**config.mk**
```make
export PLATFORM = sky130hd
export DESIGN_NAME = fir_mac_sequencer
export DESIGN_NICKNAME = d
export VERILOG_FILES = /design/src/rtl/fir_mac_sequencer.sv
export SDC_FILE = /design/constraint.sdc
export NUM_CORES = 1
export LEC_CHECK = 0
export CORE_MARGIN = 5
export CORE_UTILIZATION = 31
export CTS_CLUSTER_DIAMETER = 80
export DETAILED_ROUTE_END_ITERATION = 12
export PLACE_DENSITY = 0.55
export SLEW_MARGIN = 15
export SYNTH_ARGS = -nofsm -noshare
export SYNTH_HDL_FRONTEND = slang
export SYNTH_SLANG_ARGS = --single-unit
```
**constraint.sdc**
```tcl
create_clock -name CLK -period 16.6 [get_ports CLK]
set_input_delay 1.66 -clock CLK [delete_from_list [all_inputs] [get_ports CLK]]
set_output_delay 1.66 -clock CLK [all_outputs]
set_load 0.03 [all_outputs]
```
**src/rtl/fir_mac_sequencer.sv**
```systemverilog
// -----------------------------------------------------------------------------
// fir_mac_sequencer
//   Time-multiplexed FIR filter controller. A single signed multiply-accumulate
//   is stepped across NTAPS coefficients for every accepted input sample, so
//   one sample is processed every NTAPS+2 cycles at best. The block owns the
//   sample delay line and a writable coefficient bank, and hands each result to
//   a downstream sink with a valid/ready handshake.
//
//   Samples, coefficients and results are signed WL-bit fixed point with WF
//   fractional bits. The result is the accumulator shifted right by WF with
//   floor rounding, then saturated to the WL-bit signed range.
//
// Ports
//   CLK        in   clock, rising edge
//   RST        in   asynchronous reset, active high
//   coef_we    in   coefficient write strobe (honoured only while idle)
//   coef_addr  in   tap index for the coefficient write
//   coef_data  in   coefficient value
//   in_valid   in   x_in is valid
//   in_ready   out  block can accept a sample (idle)
//   x_in       in   input sample
//   out_valid  out  y_out is valid
//   out_ready  in   sink accepts y_out
//   y_out      out  filtered sample, held stable while out_valid is high
//   busy       out  a sample is being processed or awaiting hand-off
// -----------------------------------------------------------------------------
module fir_mac_sequencer #(
  parameter int WL    = 8,
  parameter int WF    = 6,
  parameter int NTAPS = 3,
  localparam int AW   = $clog2(NTAPS)
) (
  input  logic          CLK,
  input  logic          RST,
  input  logic          coef_we,
  input  logic [AW-1:0] coef_addr,
  input  logic [WL-1:0] coef_data,
  input  logic          in_valid,
  output logic          in_ready,
  input  logic [WL-1:0] x_in,
  output logic          out_valid,
  input  logic          out_ready,
  output logic [WL-1:0] y_out,
  output logic          busy
);

  // Accumulator is wide enough to sum NTAPS full-precision products without
  // overflow.
  localparam int ACCW = 2 * WL + AW;

  localparam logic signed [ACCW-1:0] Y_MAX = ACCW'((1 << (WL - 1)) - 1);
  localparam logic signed [ACCW-1:0] Y_MIN = ~Y_MAX;

  typedef enum logic [1:0] {
    S_IDLE,
    S_MAC,
    S_DONE
  } state_e;

  // Power-on coefficient set; taps beyond the third start at zero.
  function automatic logic [WL-1:0] coef_rst(input int idx);
    logic [WL-1:0] val;
    val = '0;
    if (idx == 0) val = WL'(8'hEB);
    if (idx == 1) val = WL'(8'h33);
    if (idx == 2) val = WL'(8'h1A);
    return val;
  endfunction

  state_e                 state_q, state_d;
  logic [AW-1:0]          k_q, k_d;
  logic signed [ACCW-1:0] acc_q, acc_d;
  logic [WL-1:0]          y_q, y_d;

  logic signed [WL-1:0]   d_q [NTAPS];
  logic signed [WL-1:0]   h_q [NTAPS];

  logic                   shift_en;
  logic                   coef_wr_en;

  logic signed [2*WL-1:0] prod;
  logic signed [ACCW-1:0] acc_sum;
  logic signed [ACCW-1:0] acc_shr;
  logic [WL-1:0]          y_sat;

  // Shared datapath: the tap selected by k contributes this cycle.
  assign prod    = (2 * WL)'(d_q[k_q]) * (2 * WL)'(h_q[k_q]);
  assign acc_sum = acc_q + ACCW'(prod);
  assign acc_shr = acc_sum >>> WF;

  always_comb begin
    if (acc_shr > Y_MAX) begin
      y_sat = {1'b0, {(WL - 1){1'b1}}};
    end else if (acc_shr < Y_MIN) begin
      y_sat = {1'b1, {(WL - 1){1'b0}}};
    end else begin
      y_sat = acc_shr[WL-1:0];
    end
  end

  // NOTE: every signal driven here gets a default first, so no path through
  // the case statement can leave one unassigned and infer a latch.
  always_comb begin
    state_d    = state_q;
    k_d        = k_q;
    acc_d      = acc_q;
    y_d        = y_q;
    shift_en   = 1'b0;
    coef_wr_en = 1'b0;

    unique case (state_q)
      S_IDLE: begin
        // Out-of-range tap indices are silently dropped.
        coef_wr_en = coef_we && (int'(coef_addr) < NTAPS);
        if (in_valid) begin
          shift_en = 1'b1;
          acc_d    = '0;
          k_d      = '0;
          state_d  = S_MAC;
        end
      end
      S_MAC: begin
        acc_d = acc_sum;
        if (int'(k_q) == NTAPS - 1) begin
          // Result is taken from the final sum, including the last tap.
          y_d     = y_sat;
          state_d = S_DONE;
        end else begin
          k_d = k_q + 1'b1;
        end
      end
      S_DONE: begin
        if (out_ready) state_d = S_IDLE;
      end
      default: state_d = S_IDLE;
    endcase
  end

  // NOTE: sequential state uses non-blocking assignments so every register
  // samples the pre-edge values regardless of statement order.
  always_ff @(posedge CLK or posedge RST) begin
    if (RST) begin
      state_q <= S_IDLE;
      k_q     <= '0;
      acc_q   <= '0;
      y_q     <= '0;
    end else begin
      state_q <= state_d;
      k_q     <= k_d;
      acc_q   <= acc_d;
      y_q     <= y_d;
    end
  end

  // NOTE: the delay line and coefficient bank are small register arrays that
  // must come out of reset with defined contents (zero history, preset taps),
  // so they are reset like ordinary flops rather than mapped to a RAM.
  always_ff @(posedge CLK or posedge RST) begin
    if (RST) begin
      for (int i = 0; i < NTAPS; i++) begin
        d_q[i] <= '0;
        h_q[i] <= coef_rst(i);
      end
    end else begin
      if (shift_en) begin
        d_q[0] <= x_in;
        for (int i = 1; i < NTAPS; i++) d_q[i] <= d_q[i-1];
      end
      if (coef_wr_en) h_q[coef_addr] <= coef_data;
    end
  end

  assign in_ready  = (state_q == S_IDLE);
  assign busy      = (state_q != S_IDLE);
  assign out_valid = (state_q == S_DONE);
  assign y_out     = y_q;

endmodule

```
==> run_results.csv <==
group,metric,value,unit
min_path,min_to,"h_q[10]",
routing,drt-vias-per-instance,4.606,
min_path,worstHoldStart,"h_q[10]",
global_route,grt_pass1_vias,4666,
cts,clockBufferDepth,2,
global_route,grt_max_degree,57,
timing,skew,0.009539,ns
timing,period_share,0.4886,
die,dieHeight,156.6,microns
timing,finalSetupViolations,0,
routing,routedWlPerCell,14.88,microns
routing,vias,4371,
global_route,grt_pass1_wl,24400,microns
setup_path,reg2regPathDepth,20,
timing,fin_tns_setup,0,ns
cts,cts_sinks,78,
setup_path,required,16.81,ns
timing,rsz0062_at_grt,"false",
routing,first_pass_iters,4,
cts,cts_tree,"built",
logic_synthesis,syn_area,6661,sq um
finish,multiInputGateArea,4263,sq um
min_path,whs_path_depth,1,
setup_path,end_kind,"flip-flop",
die,num_io_pins,34,
routing,antenna_left,0,
setup_path,criticalPathCategory,"flip-flop to flip-flop",
die,die_area,24520,sq um
run,cap_violations,0,
die,coreArea,21090,sq um
global_route,grt_usage,0.1253,
timing,finalHoldViolations,0,
logic_synthesis,ys_types,48,
global_route,grt-ovfl-total,0,
cts,cts_setup_buffers,0,
cts,cts-htree-levels,3,
cts,cts_root_buffer,"clkbuf_16",
setup_path,rrSetupSlack,8.49,ns
place,place_hpwl,11110,microns
finish,drive_gt1_frac,0.1499,
die,num_rows,53,
finish,fill_cells,2173,
logic_synthesis,synth_ff_type,"dfrtp_1",
cts,hold_buffers,0,
global_route,antenna_found_initial,0,
cts,clk_latency,0.35,ns
logic_synthesis,synth_top_area_share,0.2442,
setup_path,reg2reg_from,"k_q[1]",
logic_synthesis,avgSynthCellArea,10.47,sq um
timing,fin_crit,8.111,ns
setup_path,critPathLaunchType,"flip-flop",
die,fp.dieW,156.6,microns
logic_synthesis,yosys_register_bits,78,
setup_path,rr_endpoint,"y_out[1]",
place,place.gp.congestion,0.7728,
finish,fin_nets,815,
routing,drc_errors,0,
logic_synthesis,synth_edf_count,0,
setup_path,worstPathMaxFanout,26,
logic_synthesis,synth_nets,782,
place,port_buffers,33,
logic_synthesis,ys_warn_count,0,
logic_synthesis,ys_top_cells_by_area,"dfrtp_1 (24%), fa_1 (24%), mux2_2 (8.3%), ha_1 (8.1%), inv_1 (5.4%)",
min_path,holdCritPathClass,"flip-flop to flip-flop",
logic_synthesis,ys_seq_area_frac,0.2955,
cts,path_clk_slew,0.06,ns
die,start_util,0.3159,
routing,drt-total-wl,14120,microns
cts,cts_buffers,9,
status,status,"finished clean",
timing,final_max_slew_viol_count,0,
logic_synthesis,yosys.area.top_type,"dfrtp_1",
logic_synthesis,syn_inst,636,
timing,tightest_slew,1.108,ns
finish,diodes,0,
finish,area_delta_synth_final,14.39,%
cts,ctsResizeCount,0,
timing,fmax,0.1233,GHz
finish,regArea,1968,sq um
logic_synthesis,async_flop_share,1.000,
timing,slew_headroom,0.2597,
routing,drt-initial-drc-count,196,
setup_path,cp.arrival,8.32,ns
worst max-delay path by stage:
stage	startpoint	end	slack (ns)	cells after the start
6_report	k_q[1]	y_out[1]	8.49	20
3_5_place_dp	k_q[1]	y_out[2]	8.50	20
4_1_cts	k_q[1]	y_out[2]	8.47	20
5_1_grt	k_q[1]	y_out[1]	7.78	20
2_1_floorplan	k_q[0]	y_out[0]	10.01	22
3_3_place_gp	k_q[1]	y_out[1]	8.64	20
cells in the mapped netlist, types with 2 or more instances:
library cell / count
a211oi_1: 2
a21o_1: 2
a21oi_1: 19
and2_1: 2
and3_1: 2
clkbuf_1: 15
dfrtp_1: 65
dfstp_2: 13
fa_1: 80
ha_1: 43
inv_1: 95
mux2_2: 49
mux2i_1: 17
nand2_1: 69
nand2b_1: 7
nand3_1: 2
nor2_1: 60
nor2b_1: 7
nor3_1: 4
nor4_1: 2
o21a_1: 10
o21ai_0: 15
o21ai_1: 3
o22ai_1: 5
o2bb2ai_1: 3
o31ai_1: 7
or2_2: 3
or4_1: 2
xnor2_1: 12
xor2_1: 3
critical path, cell delays in order, from the launching register on:
cell and delay (ns):
dfrtp_1 0.77, nor2b_1 0.87, nand2_1 0.11, o21ai_1 0.40
nor2b_1 0.95, inv_1 0.15, fa_1 0.55, inv_1 0.05
fa_1 0.52, fa_1 0.44, fa_1 0.57, fa_1 0.42
ha_1 0.36, and3_1 0.20, a221oi_2 0.37, a21oi_1 0.15
a211o_2 0.35, nand2_1 0.16, nand3_1 0.13, o21ai_2 0.33
a21oi_1 0.11
final cells by class:
cell class / instances / area share
Sequential cell: 78 / 0.2583
Timing Repair Buffer: 39 / 0.04926
Clock buffer: 12 / 0.03366
Tap cell: 275 / 0.04516
Clock inverter: 4 / 0.007225
Multi-Input combinational cell: 446 / 0.5594
Inverter: 95 / 0.04696
cell families after synthesis:
| family | synth area share |
|---|---|
| AND/OR/NAND/NOR | 0.1067 |
| adder cells (fa/ha/maj) | 0.3212 |
| buffers and inverters | 0.06480 |
| flip-flops | 0.2955 |
| AO/OA/AOI/OAI | 0.08133 |
| multiplexers | 0.1084 |
| XOR/XNOR | 0.02217 |
stage by stage:
stage / hold slack [ns] / worst slack [ns] / instance area [sq um] / util / std cells
3_5_place_dp: 0.4947 / 8.495 / 7308 / 0.3466 / 933
2_1_floorplan: 0.4792 / 10.01 / 6661 / - / 636
6_report: 0.5036 / 8.489 / 7620 / 0.3613 / 949
4_1_cts: 0.5080 / 8.469 / 7620 / 0.3613 / 949
3_3_place_gp: 0.4876 / 8.639 / 7308 / 0.3466 / 933
5_1_grt: 0.5260 / 7.783 / 7620 / 0.3613 / 949
cell usage in the layout (no fill, tap or decap), drive strengths merged, types with 4 or more instances in the layout:
| cell | synthesis | routed |
|---|---|---|
| nand2b | 7 | 7 |
| inv | 95 | 95 |
| buf | 1 | 6 |
| o31ai | 7 | 7 |
| mux2 | 49 | 49 |
| ha | 43 | 43 |
| o22ai | 5 | 5 |
| o21a | 10 | 10 |
| nor2b | 7 | 7 |
| dfstp | 13 | 13 |
| clkdlybuf4s50 | 0 | 33 |
| nor3 | 4 | 4 |
| o21ai | 19 | 19 |
| fa | 80 | 80 |
| nor2 | 60 | 60 |
| a21oi | 19 | 19 |
| xnor2 | 13 | 13 |
| dfrtp | 65 | 65 |
| mux2i | 17 | 17 |
| nand2 | 69 | 69 |
| clkbuf | 16 | 12 |
registers in the layout, indices dropped and copies added, names as in the netlist:
signal and count:
y_out 8, h_q 24, k_q 2, acc_q 18
d_q 24, state_q 2
routing by layer:
layer,GRT usage,vias to the layer above,routed length [microns]
met5,0,-,0
met3,0.02434,16,400
met1,0.1657,2192,6411
met4,0.03554,0,226
li1,-,2114,-
met2,0.2099,49,7081
Power is not shown: default switching activity piles up to over one toggle a cycle in this logic, so the estimate is an artifact.
==> RTL edit 1: new RTL, same settings <==
The parameter `NTAPS` goes from 3 to 6.
--- a/src/rtl/fir_mac_sequencer.sv
+++ b/src/rtl/fir_mac_sequencer.sv
@@ -29,3 +29,3 @@
   parameter int WF    = 6,
-  parameter int NTAPS = 3,
+  parameter int NTAPS = 6,
   localparam int AW   = $clog2(NTAPS)
Ports: changed (resized coef_addr); port bits go from 34 to 35. The function was not compared with the original's and may differ.
==> RTL edit 1 against the original RTL <==
  * First-iteration DRC count increased by 72%
  * Core utilization hardly changed
  * Non-clock buffer count up 4
  * Setup slack gained 520 ps
  * Highest routed layer unchanged
  * Worst hold slack got worse by 30 ps
  * Critical endpoint is now y_out[4]
  * Area after synthesis is 36% higher
  * Sequential cell count rose by 50
  * Wire length increased by 41%
  * Largest cell class unchanged
  * Final area rose by 37%
Power is not shown: default switching activity piles up to over one toggle a cycle in this logic, so the estimate is an artifact.
==> RTL edit 1: results <==
[layout]
final.fill_count = 2802
seqCellArea_um2 = 3220
multi_input_cells = 620
reg_top3 = d_q x48, h_q x48, acc_q x19
num-nonclk-inverters = 96
clk_share = 0.0550
multi_input_area_share = 0.515
buf_share = 0.0392
multiInputGateArea_um2 = 5360
nonClockBufferCount = 43
clkbuf_count = 18
layout-drive-gt1-share = 0.146

[placement]
placed_area_um2 = 9830
globalplace.congestion = 0.786
dp_worst_setup_slack_ps = 9010
io_buffers = 34
dp_hpwl_um = 14500

[sta]
tightest_slew_ps = 1130

[synthesis]
ys_seq_area_frac = 0.356
synthTopCellsByArea = dfrtp_1, fa_1, nand2_1

[global_route]
grt_max_degree = 61
grt_pass1_vias = 6583
met2_usage = 0.213
grtUsageTotal = 0.131
gr-usage-met3 = 0.0219

[worst_setup_path]
critical_path_arrival_ps = 7850
cp_slowest_cell = o2bb2ai_1
path_max_fanout = 18
slowest_delay_ps = 820

[outcome]
status = complete, no violations

[clock_tree]
htree_levels = 4
cts_buffers = 17
clkLatencyLatePin_ps = 430

[routing]
wl_um = 20000
vias_per_cell = 4.65
drtIter0Drc = 337

[die]
core_um2 = 28800
==> RTL edit 1: cells by family (layout without fill, tap and decap cells) <==
group / after synthesis / in the layout / synth area share
and+or+nand+nor: 309 / 309 / 0.143
adders and majority gates: 130 / 130 / 0.249
buffers and inverters: 124 / 171 / 0.0527
xor gates and xnor gates: 20 / 20 / 0.0235
AOI/OAI and AO/OA: 80 / 80 / 0.0578
muxes: 81 / 81 / 0.118
DFF: 128 / 128 / 0.356
==> RTL edit 1: final timing paths <==
path | start | end | cells after the start
worst min-delay path | d_q[2] | d_q[2] | 2
worst min register to register | d_q[2] | d_q[2] | 2
worst max-delay path | k_q[1] | y_out[4] | 21
min in group asynchronous | RST | h_q[39] | 2
max in group asynchronous | RST | acc_q[7] | 4
worst max register to register | k_q[1] | y_out[4] | 21
==> RTL edit 1: routing by layer <==
metal / vias up / routed length [um]
met5: - / 0
met4: 0 / 257
met3: 21 / 634
met2: 84 / 9510
met1: 3058 / 9560
li1: 2898 / -
==> RTL edit 2: new RTL, config.mk and constraints unchanged <==
Without the edit above. The 3 states of `state_e` get a one-hot encoding in 3 bits.
--- a/src/rtl/fir_mac_sequencer.sv
+++ b/src/rtl/fir_mac_sequencer.sv
@@ -53,6 +53,6 @@
 
-  typedef enum logic [1:0] {
-    S_IDLE,
-    S_MAC,
-    S_DONE
+  typedef enum logic [2:0] {
+    S_IDLE = 3'b001,
+    S_MAC  = 3'b010,
+    S_DONE = 3'b100
   } state_e;
Formal check against the unedited RTL: same outputs for any inputs over 4 cycles, from zero or initial values and one cycle with RST high; so few cycles prove little.
==> RTL edit 2 against the original RTL <==
  * Via count up 2.8%
  * Setup slack better by 110 ps
  * Sequential cell count up 1
  * Maximum frequency up 1.4%
  * Wire length up 1.5%
  * Final cell count up 0.84%
  * Core utilization down 0.50 points
  * Critical path type unchanged
  * Non-clock buffer count down 1
  * Area after synthesis up 1.3%
  * Die area up 1.2%
  * Worst hold slack worse by 6.3 ps
  * Final area up 1.1%
Power is left out: the tool's default activity adds up to more than one toggle a clock period on the data nets, which glitch-free logic cannot reach.
==> RTL edit 2: results <==
[outcome]
status = complete, no violations

[worst_setup_path]
cpLargestDelayFamily = adder cells
critical_path_arrival_ps = 8230
path_max_fanout = 18
cp_slowest_cell = nor2b_1

[layout]
final.fill_count = 2189
insertedDiodeCount = 0
layout-drive-gt1-share = 0.136
reg_top3 = d_q x24, h_q x24, acc_q x18
final_nets = 818

[placement]
io_buffers = 33
dp_hpwl_um = 11100
globalplace.congestion = 0.792

[die]
fp.dieW_um = 158

[synthesis]
ys_seq_area_frac = 0.296
async_reset_ff_frac = 1.00
yosysWarnings = 0
synthTopCellsByArea = dfrtp_1, fa_1, ha_1
synth_nets = 786
synthTopCellsByCount = inv_1, fa_1, dfrtp_1
synth_cell_types = 52

[global_route]
grt_max_degree = 80
grt_pass1_vias = 4673
grt_pass1_wl_um = 24500
grtUsageTotal = 0.124

[clock_tree]
cts_buffers = 9
clkTransAtPathRegs_ps = 60
cts_hold_buf = 0
cts_root_buffer = clkbuf_16
cts_resized = 0
clockBufferDepth = 2
postCtsSetupBuffers = 0
htree_levels = 3

[sta]
fin_skew_ps = 7.75
maxSlewHeadroom = 0.251

[hold_path]
hold_path_class = reg -> reg

[routing]
drtPass1Iterations = 4
routedWlPerCell_um = 15.0
drtIter0Drc = 237
vias_per_cell = 4.70
RTL edit 2: cell types whose count changed after synthesis, moves of 3 or more:
cell	unedited run	this run
a211o_1	0	3
mux2_2	49	40
buf_2	1	4
nand2b_1	7	14
mux2_1	0	8
nand2_1	69	55
RTL edit 2: kinds of logic after synthesis:
family          count (synthesis)  share of synthesized area
compound gates                 85                     0.0910
xor+xnor                       15                     0.0206
simple gates                  162                      0.108
mux                            65                      0.105
fa+ha+maj                     123                      0.317
buf+inv                       111                     0.0625
flops                          79                      0.296
RTL edit 2: stage by stage:
step           hold WS, ps  std cells  instance area [um^2]  setup WS (ps)  utilization
3_3_place_gp           477        940                  7390           8740        0.342
5_1_grt                516        957                  7700           7930        0.356
2_1_floorplan          458        640                  6750          10120            -
3_5_place_dp           478        940                  7390           8570        0.342
6_report               497        957                  7700           8600        0.356
4_1_cts                499        956                  7680           8540        0.355
RTL edit 2: area by class of cell:
class                   instances  area (um^2)  share of cell area
multi-input cells             450         4330               0.562
flip-flops and latches         79         1990               0.259
repair buffers                 38          380              0.0494
inverters                      94          354              0.0460
well taps                     280          350              0.0455
clock buffers                  11          253              0.0328
clock inverters                 5         40.0             0.00520
RTL edit 2: final timing paths:
| check | startpoint | endpoint | slack, ps | cells past startpoint |
|---|---|---|---|---|
| min | d_q[7] | d_q[7] | 500 | 1 |
| max in group asynchronous | RST | h_q[16] | 14200 | 4 |
| min reg2reg | d_q[7] | d_q[7] | 500 | 1 |
| max reg2reg | k_q[0] | y_out[4] | 8600 | 20 |
| max | k_q[0] | y_out[4] | 8600 | 20 |
| min in group asynchronous | RST | h_q[15] | 1750 | 3 |
RTL edit 2: routing by layer:
metal  global-route usage  wire, um
met1                0.167      6490
met3               0.0242       503
met4               0.0397       238
met2                0.204      7090
met5                    0         0
